## src/rtl/io_bus_responder.sv

```systemverilog
// Memory-mapped I/O responder for the DE1-SoC lab processor bus: LEDR/HEX
// registers, synchronized SW readback and KEY[2:0] press capture over req/ack.
module io_bus_responder #(
   parameter int A_W         = 16,
   parameter int D_W         = 16,
   parameter int SYNC_STAGES = 2
) (
   input  logic           Clock,
   input  logic           Resetn,
   input  logic           req,
   input  logic           wr,
   input  logic [A_W-1:0] addr,
   input  logic [D_W-1:0] wdata,
   output logic           ack,
   output logic [D_W-1:0] rdata,
   input  logic [9:0]     SW,
   input  logic [2:0]     KEY,
   output logic [9:0]     LEDR,
   output logic [6:0]     HEX0,
   output logic [6:0]     HEX1,
   output logic [6:0]     HEX2,
   output logic [6:0]     HEX3,
   output logic [6:0]     HEX4,
   output logic [6:0]     HEX5
);

   typedef enum logic {IDLE, ACK} state_t;

   state_t         state_q, state_d;
   logic [D_W-1:0] rdata_q, rdata_d;
   logic [9:0]     led_q, led_d;
   logic [6:0]     hex_q [6];
   logic [6:0]     hex_d [6];
   logic [2:0]     cap_q, cap_d;
   logic [2:0]     key_prev_q;
   logic [9:0]     sw_sync_q  [SYNC_STAGES];
   logic [2:0]     key_sync_q [SYNC_STAGES];
   logic [9:0]     sw_s;
   logic [2:0]     key_s;
   logic [2:0]     press;
   logic [2:0]     clr;
   logic [3:0]     sel;
   logic           unused_bits;

   assign sw_s        = sw_sync_q[SYNC_STAGES-1];
   assign key_s       = key_sync_q[SYNC_STAGES-1];
   assign press       = key_prev_q & ~key_s;
   assign sel         = addr[A_W-1 -: 4];
   assign unused_bits = ^{addr[A_W-5:3], wdata[D_W-1:10]};

   // KEY flops reset to 1 so a released key never looks like a press after reset
   always_ff @(posedge Clock or negedge Resetn) begin
      if (!Resetn) begin
         for (int i = 0; i < SYNC_STAGES; i++) begin
            sw_sync_q[i]  <= '0;
            key_sync_q[i] <= '1;
         end
         key_prev_q <= '1;
      end else begin
         sw_sync_q[0]  <= SW;
         key_sync_q[0] <= KEY;
         for (int i = 1; i < SYNC_STAGES; i++) begin
            sw_sync_q[i]  <= sw_sync_q[i-1];
            key_sync_q[i] <= key_sync_q[i-1];
         end
         key_prev_q <= key_s;
      end
   end

   always_comb begin
      state_d = state_q;
      rdata_d = '0;
      led_d   = led_q;
      hex_d   = hex_q;
      clr     = '0;
      if (state_q == IDLE && req) begin
         state_d = ACK;
         case (sel)
            4'h1: begin
               rdata_d = D_W'(led_q);
               if (wr) led_d = wdata[9:0];
            end
            4'h2: begin
               for (int i = 0; i < 6; i++) begin
                  if (addr[2:0] == 3'(i)) begin
                     rdata_d = D_W'(hex_q[i]);
                     if (wr) hex_d[i] = wdata[6:0];
                  end
               end
            end
            4'h3: rdata_d = D_W'(sw_s);
            4'h4: begin
               rdata_d = D_W'(cap_q);
               if (wr) clr = wdata[2:0];
            end
            default: ;
         endcase
      end else if (state_q == ACK) begin
         state_d = IDLE;
      end
      // A press on the clearing edge must survive, so set is applied after clear
      cap_d = (cap_q & ~clr) | press;
   end

   always_ff @(posedge Clock or negedge Resetn) begin
      if (!Resetn) begin
         state_q <= IDLE;
         rdata_q <= '0;
         led_q   <= '0;
         cap_q   <= '0;
         for (int i = 0; i < 6; i++) hex_q[i] <= 7'h7F;
      end else begin
         state_q <= state_d;
         rdata_q <= rdata_d;
         led_q   <= led_d;
         cap_q   <= cap_d;
         hex_q   <= hex_d;
      end
   end

   assign ack   = (state_q == ACK);
   assign rdata = rdata_q;
   assign LEDR  = led_q;
   assign HEX0  = hex_q[0];
   assign HEX1  = hex_q[1];
   assign HEX2  = hex_q[2];
   assign HEX3  = hex_q[3];
   assign HEX4  = hex_q[4];
   assign HEX5  = hex_q[5];

endmodule

```

## config.mk

```make
export PLATFORM = sky130hd
export DESIGN_NAME = io_bus_responder
export DESIGN_NICKNAME = d
export VERILOG_FILES = /design/src/rtl/io_bus_responder.sv
export SDC_FILE = /design/constraint.sdc
export NUM_CORES = 1
export LEC_CHECK = 0
export CORE_MARGIN = 5
export CORE_UTILIZATION = 27
export DETAILED_ROUTE_END_ITERATION = 8
export GPL_TIMING_DRIVEN = 0
export PLACE_DENSITY = 0.48
export SYNTH_ARGS = -nofsm -noshare
export SYNTH_HDL_FRONTEND = slang
export SYNTH_SLANG_ARGS = --single-unit
```

## constraint.sdc

```tcl
create_clock -name Clock -period 5.6 [get_ports Clock]
set_clock_uncertainty 0.1 [all_clocks]
set_input_delay 1.12 -clock Clock [delete_from_list [all_inputs] [get_ports Clock]]
set_output_delay 1.12 -clock Clock [all_outputs]
set_load 0.1 [all_outputs]
```

Yosys cells after proc, flatten, opt, wreduce, memory -nomap -nowiden. Cells that the tools add are included.

ROM bits: 0. Register bits: 101. Bits in latches: 0. Input bits: 49. Memories: 0. RAM bits: 0. Output and inout bits: 69.

Order comparisons: 0. Divide/modulo/power cells: 0. Bitwise gates (word level): 6. Shifts and indexed selects: 0. Equal/unequal tests: 9. Reduce and logical (&&, ||, !) cells: 9. $add $sub $neg: 0. Muxes and demuxes: 12. $mul: 0.

Operators with widths (count): 16-bit two-way mux (6); 16-bit case mux with 4 select lines (1); 4-bit AND reduction (6); 3-bit two-way mux (3); 4-bit by 2-bit equality test with 1-bit output, second input constant (2); 7-bit two-way mux (1); 3-bit bitwise AND (2); 3-bit by 2-bit equality test with 1-bit output, second input constant (2); 3-bit equality test, second input constant (2); 3-bit inverter (2); 4-bit by 1-bit equality test with 1-bit output, second input constant (1); 4-bit by 3-bit equality test with 1-bit output, second input constant (1); 3-bit by 1-bit equality test with 1-bit output, second input constant (1); 3-bit logical NOT (1); 3-bit OR (1); 3-bit AND reduction (1); 1-bit logical AND (1); 1-bit two-way mux (1); 1-bit inverter (1).

Longest topological paths before layout. Gate-level depths: netlist of run 1.

Depth after elaboration: 9. Gate-level depth with buffers: 6.

Least setup slack after synthesis of run 1. Ideal clock, no wire load.

Kind: input port to flip-flop. Start point: input port addr[13]. End point: register hex_q, in the netlist HEX1[0]. Arrival time: 2.874 ns. Setup slack: 2.544 ns. Stages on the path: 6. Cell sequence: buf_4 -> or4b_4 -> or3_1 -> buf_6 -> nor3b_4 -> mux2_2.

Cells in the longest elaborated chain, start to end: 2.

Ends and longest elaborated chain: start, declared (RTL line 12) `input logic [A_W-1:0] addr,`; 4-bit by 2-bit equality test with 1-bit output (RTL line 78) `case (sel)`; 4-bit AND reduction (no line); end signal, assigned (RTL line 117) `hex_q <= hex_d;`; end, declared (RTL line 32) `logic [6:0] hex_q [6];`.

No other way between the ends. A chain may end at the register's enable or synchronous reset.

Worst setup path after layout of run 1.
Start point: input port addr[12]. End point: register rdata_q[4] (netlist: rdata[4]).

Cells in the longest elaborated chain, start to end: 3. Elaborated cells on any way between the ends: 6. Those cells by class: eq/ne (4); mux (2).

Ends and longest elaborated chain: 4-bit by 3-bit equality test with 1-bit output (tied with other cells) (RTL line 78); 16-bit case mux with 4 select lines * (RTL line 78); 16-bit two-way mux * (RTL line 76) `if (state_q == IDLE && req) begin`; via rdata_d[4] (RTL line 30) `logic [D_W-1:0] rdata_q, rdata_d;`; end signal, assigned (RTL line 114) `rdata_q <= rdata_d;`; end, declared (RTL line 30).

The timed path passes the listed nets; every way through them passes the cells marked *.

==> key figures, run 1 <==
Routing
  • Post-route DRC: 0
  • Drt first pass iters: 4
  • Drt via density: around 4.5
  • Wire per inst: roughly 18 um
  • WL final: slightly above 10000 um
  • Vias: approximately 2600
  • Final antenna-violating net count: 0
  • DR iter-0 viols: between 100 and 150

Cells and area
  • Final instance area: between 5000 and 6000 sq um
  • ANT cells: 0
  • Nets: between 400 and 500
  • Layout cells sized above 1: 36.8%
  • Synth-to-Final Area Change: 39.6%

STA
  • Actual slew at the worst max-slew pin: 1.27 ns
  • Final hold slack: around 0.25 ns
  • Tmin final: roughly 3.6 ns
  • Setup-failing EPs final: 0
  • Fmax: ~280 MHz
  • Fin. Hold Viols: 0
  • Fin crit share: about 63%
  • Setup TNS: 0 ns
  • RSZ-0062 raised after global routing: no
  • Final Max Slew Viols: 0
  • Relative slew slack: 14.0%

Placement
  • DP Area: approximately 5100 sq um
  • Port buffer count: 95
  • Routability-driven placement congestion ratio: 0.716
  • Post-DP HPWL: about 7400 um

Critical path
  • Worst EP required: roughly 5.8 ns
  • CP max FO: 9
  • Worst path arrival time: ~3.7 ns
  • Crit path kind: in -> reg
  • Worst path top cell family by delay: simple AND/OR/NAND/NOR gates
  • Setup crit end kind: flip-flop
  • Worst stage delay on the critical path: between 1 and 1.5 ns
  • Worst path cell trace: clkdlybuf4s50_1 > nor4b_1 > o21ai_0 > or3_1 > a31oi_1
  • Slowest CP cell: nor4b_1
  • Crit start category: primary input
  • Buf/Inv on CP: 1

Clock network
  • Post-CTS sizing: 0
  • Clock transition at the registers of the reported paths: around 0.06 ns
  • Root buf cell: clkbuf_16
  • CTS tree: built
  • Inserted Clock Buffers: 9
  • Worst-Skew Late Latency: 0.34 ns
  • Post-CTS Setup Inserts: 0
  • CTS Sinks: between 90 and 100
  • CTS Hold Buffers Added: 0
  • H-Tree Depth: 3
  • CTS Buffer Depth: 2

Hold path
  • Worst min-delay path class: reg -> reg

Yosys
  • Dominant cell by count in the synthesized netlist: mux2_2
  • Ys async rst share: 100%
  • Synth area leader: dfstp_2
  • Synthesized area per cell: roughly 15 sq um
  • Synth Instances: ~270
  • Synth unique cells: 40
  • Top area cells in the synthesized netlist: dfstp_2, dfrtp_1, mux2_2, mux2i_1, a22oi_1
  • Mapped Area: slightly below 4000 sq um
  • Sequential area share after synthesis: a little over three fifths
  • Synth warn: 0
  • Most frequent cells after synthesis: mux2_2, dfstp_2, dfrtp_1, nor2_1
  • Main synth FF type: dfstp_2
  • Top cell type's share of synthesized area: approximately 35%
  • EDFF count, synth: 0
  • Synthesis-stage register bit count: between 90 and 100

Die
  • Core box area: roughly 14000 sq um
  • FP Rows: 43
  • Die H: 130 um
  • Die width: around 130 um
  • Die area: between 15000 and 20000 sq um
  • Top Ports: about 120
  • Initial core utilization: ~28%

GRT
  • Largest net degree at the start of global routing: 57
  • Grt total ovfl: 0
  • Global router's overall resource usage: 12.7%
  • First-pass GRT wire length: between 15000 and 20000 um
  • Vias in the first global route: around 2700
  • Initial antenna violation count: 0

Outcome
  • Status: finished, final reports clean

Power and ir drop
  • P per Cell Area: ~330 nW/um^2
  • Pwr Total: 1.76 mW
  • Leakage: between 2 and 2.5 nW
  • VDD IR-drop max: approximately 0.00014 V

Flow run
  • Max-cap viol count: 0
## where the power goes
part,internal [mW],switching (mW)
clock,0.392,0.258
sequential,0.733,0.0217
combinational,0.0950,0.260
## worst register-to-register path, delay by kind of cell (launching register included)
kind,cells,cell delay [ns]
mux,1,0.42
simple gates,2,1.29
flops,1,0.38
## worst paths after layout
| kind | startpoint | endpoint | slack [ns] | cells past startpoint |
|---|---|---|---|---|
| max in group asynchronous | Resetn | HEX5[3] | 4.03 | 2 |
| setup / recovery | addr[12] | rdata[4] | 2.05 | 5 |
| hold reg to reg | sw_sync_q[19] | sw_s[9] | 0.25 | 0 |
| setup reg to reg | ack | LEDR[0] | 3.29 | 3 |
| min in group asynchronous | Resetn | sw_sync_q[11] | 0.66 | 1 |
| hold / removal | sw_sync_q[19] | sw_s[9] | 0.25 | 0 |
## cell usage in the layout (no fill, tap or decap), types with 3 or more instances in the layout
master | Yosys | layout
or3_1 | 8 | 8
dfrtp_1 | 44 | 44
mux2i_1 | 8 | 8
nand2b_1 | 3 | 3
o21ai_0 | 5 | 5
clkbuf_1 | 4 | 6
a31oi_1 | 3 | 3
nor2_1 | 11 | 11
mux2_2 | 57 | 57
o22ai_1 | 5 | 5
clkdlybuf4s50_1 | 0 | 94
buf_4 | 7 | 8
a22oi_1 | 7 | 7
conb_1 | 1 | 6
nand3b_1 | 3 | 3
clkbuf_16 | 0 | 9
a21oi_1 | 5 | 5
inv_1 | 6 | 6
a22o_1 | 5 | 5
nand2_1 | 5 | 5
dfstp_2 | 51 | 51
## sequential cells by signal (all words and copies together), names as in the netlist, 7 cells and up
| register | flops |
|---|---|
| sw_s | 10 |
| sw_sync_q | 10 |
| LEDR | 10 |
| HEX0 | 7 |
| HEX1 | 7 |
| HEX3 | 7 |
| HEX2 | 7 |
| HEX4 | 7 |
| rdata | 10 |
| HEX5 | 7 |
## area by class of cell
cell class	instances	area, sq um
fill	1366	8580
timing repair buffer	96	976
clock inverter	5	82.6
clock buffer	11	233
tap	180	225
multi-input combinational	156	1340
sequential	95	2440
buffer	14	86.3
inverter	6	22.5
## cell families after synthesis
family,Yosys count,synth area share [%]
DFF,95,63.0
muxes,66,19.2
and+or+nand+nor,46,8.01
AOI/OAI and AO/OA,38,6.85
buffers and inverters,20,2.81
other,1,0.0968
## metal layers
metal	part of all wire [%]	vias up	global-route usage (%)	routed length (um)
met3	6.8	12	4.05	689
met2	47	70	19.8	4730
met4	1.5	0	4.77	156
li1	-	1195	-	-
met5	0	-	0	0
met1	45	1277	16.4	4510
## through the flow
step | utilization, % | instances | setup WS (ns)
2_1_floorplan | - | 271 | 2.54
3_3_place_gp | 36.2 | 546 | -0.277
3_5_place_dp | 36.4 | 547 | 1.68
4_1_cts | 38.7 | 563 | 2.04
5_1_grt | 38.7 | 563 | 1.90
6_report | 38.7 | 563 | 2.05
No activity file was read; power rests on OpenSTA's default activity.
==> run 2, diff against run 1 <==
Clock period 5.6 ns to 3.75 ns, I/O delays scaled along.
==> results of run 2 <==
Same layout as run 1 (identical final DEF). Status: finished, final reports clean.
Main changes from that run: setup slack after placement 1.68 ns -> 0.202 ns; setup slack after layout 2.05 ns -> 0.567 ns; register-to-register setup slack 3.29 ns -> 1.44 ns; total power 1.76 mW -> 2.63 mW; worst IR drop on VDD 0.000138 V -> 0.000207 V
==> run 3, diff against run 2 <==
Clock period 3.75 ns to 3.25 ns, I/O delays scaled along.
==> results of run 3 <==
Same layout as run 1 (identical final DEF). Status: finished, final reports clean.
Main changes from that run: setup slack after placement 1.68 ns -> -0.198 ns; clock-pin slew on the worst setup and hold paths 0.06 ns -> 0.07 ns; setup slack after layout 2.05 ns -> 0.167 ns; hold slack 0.250 ns -> 0.192 ns; register-to-register setup slack 3.29 ns -> 0.94 ns; total power 1.76 mW -> 3.03 mW; worst IR drop on VDD 0.000138 V -> 0.000239 V
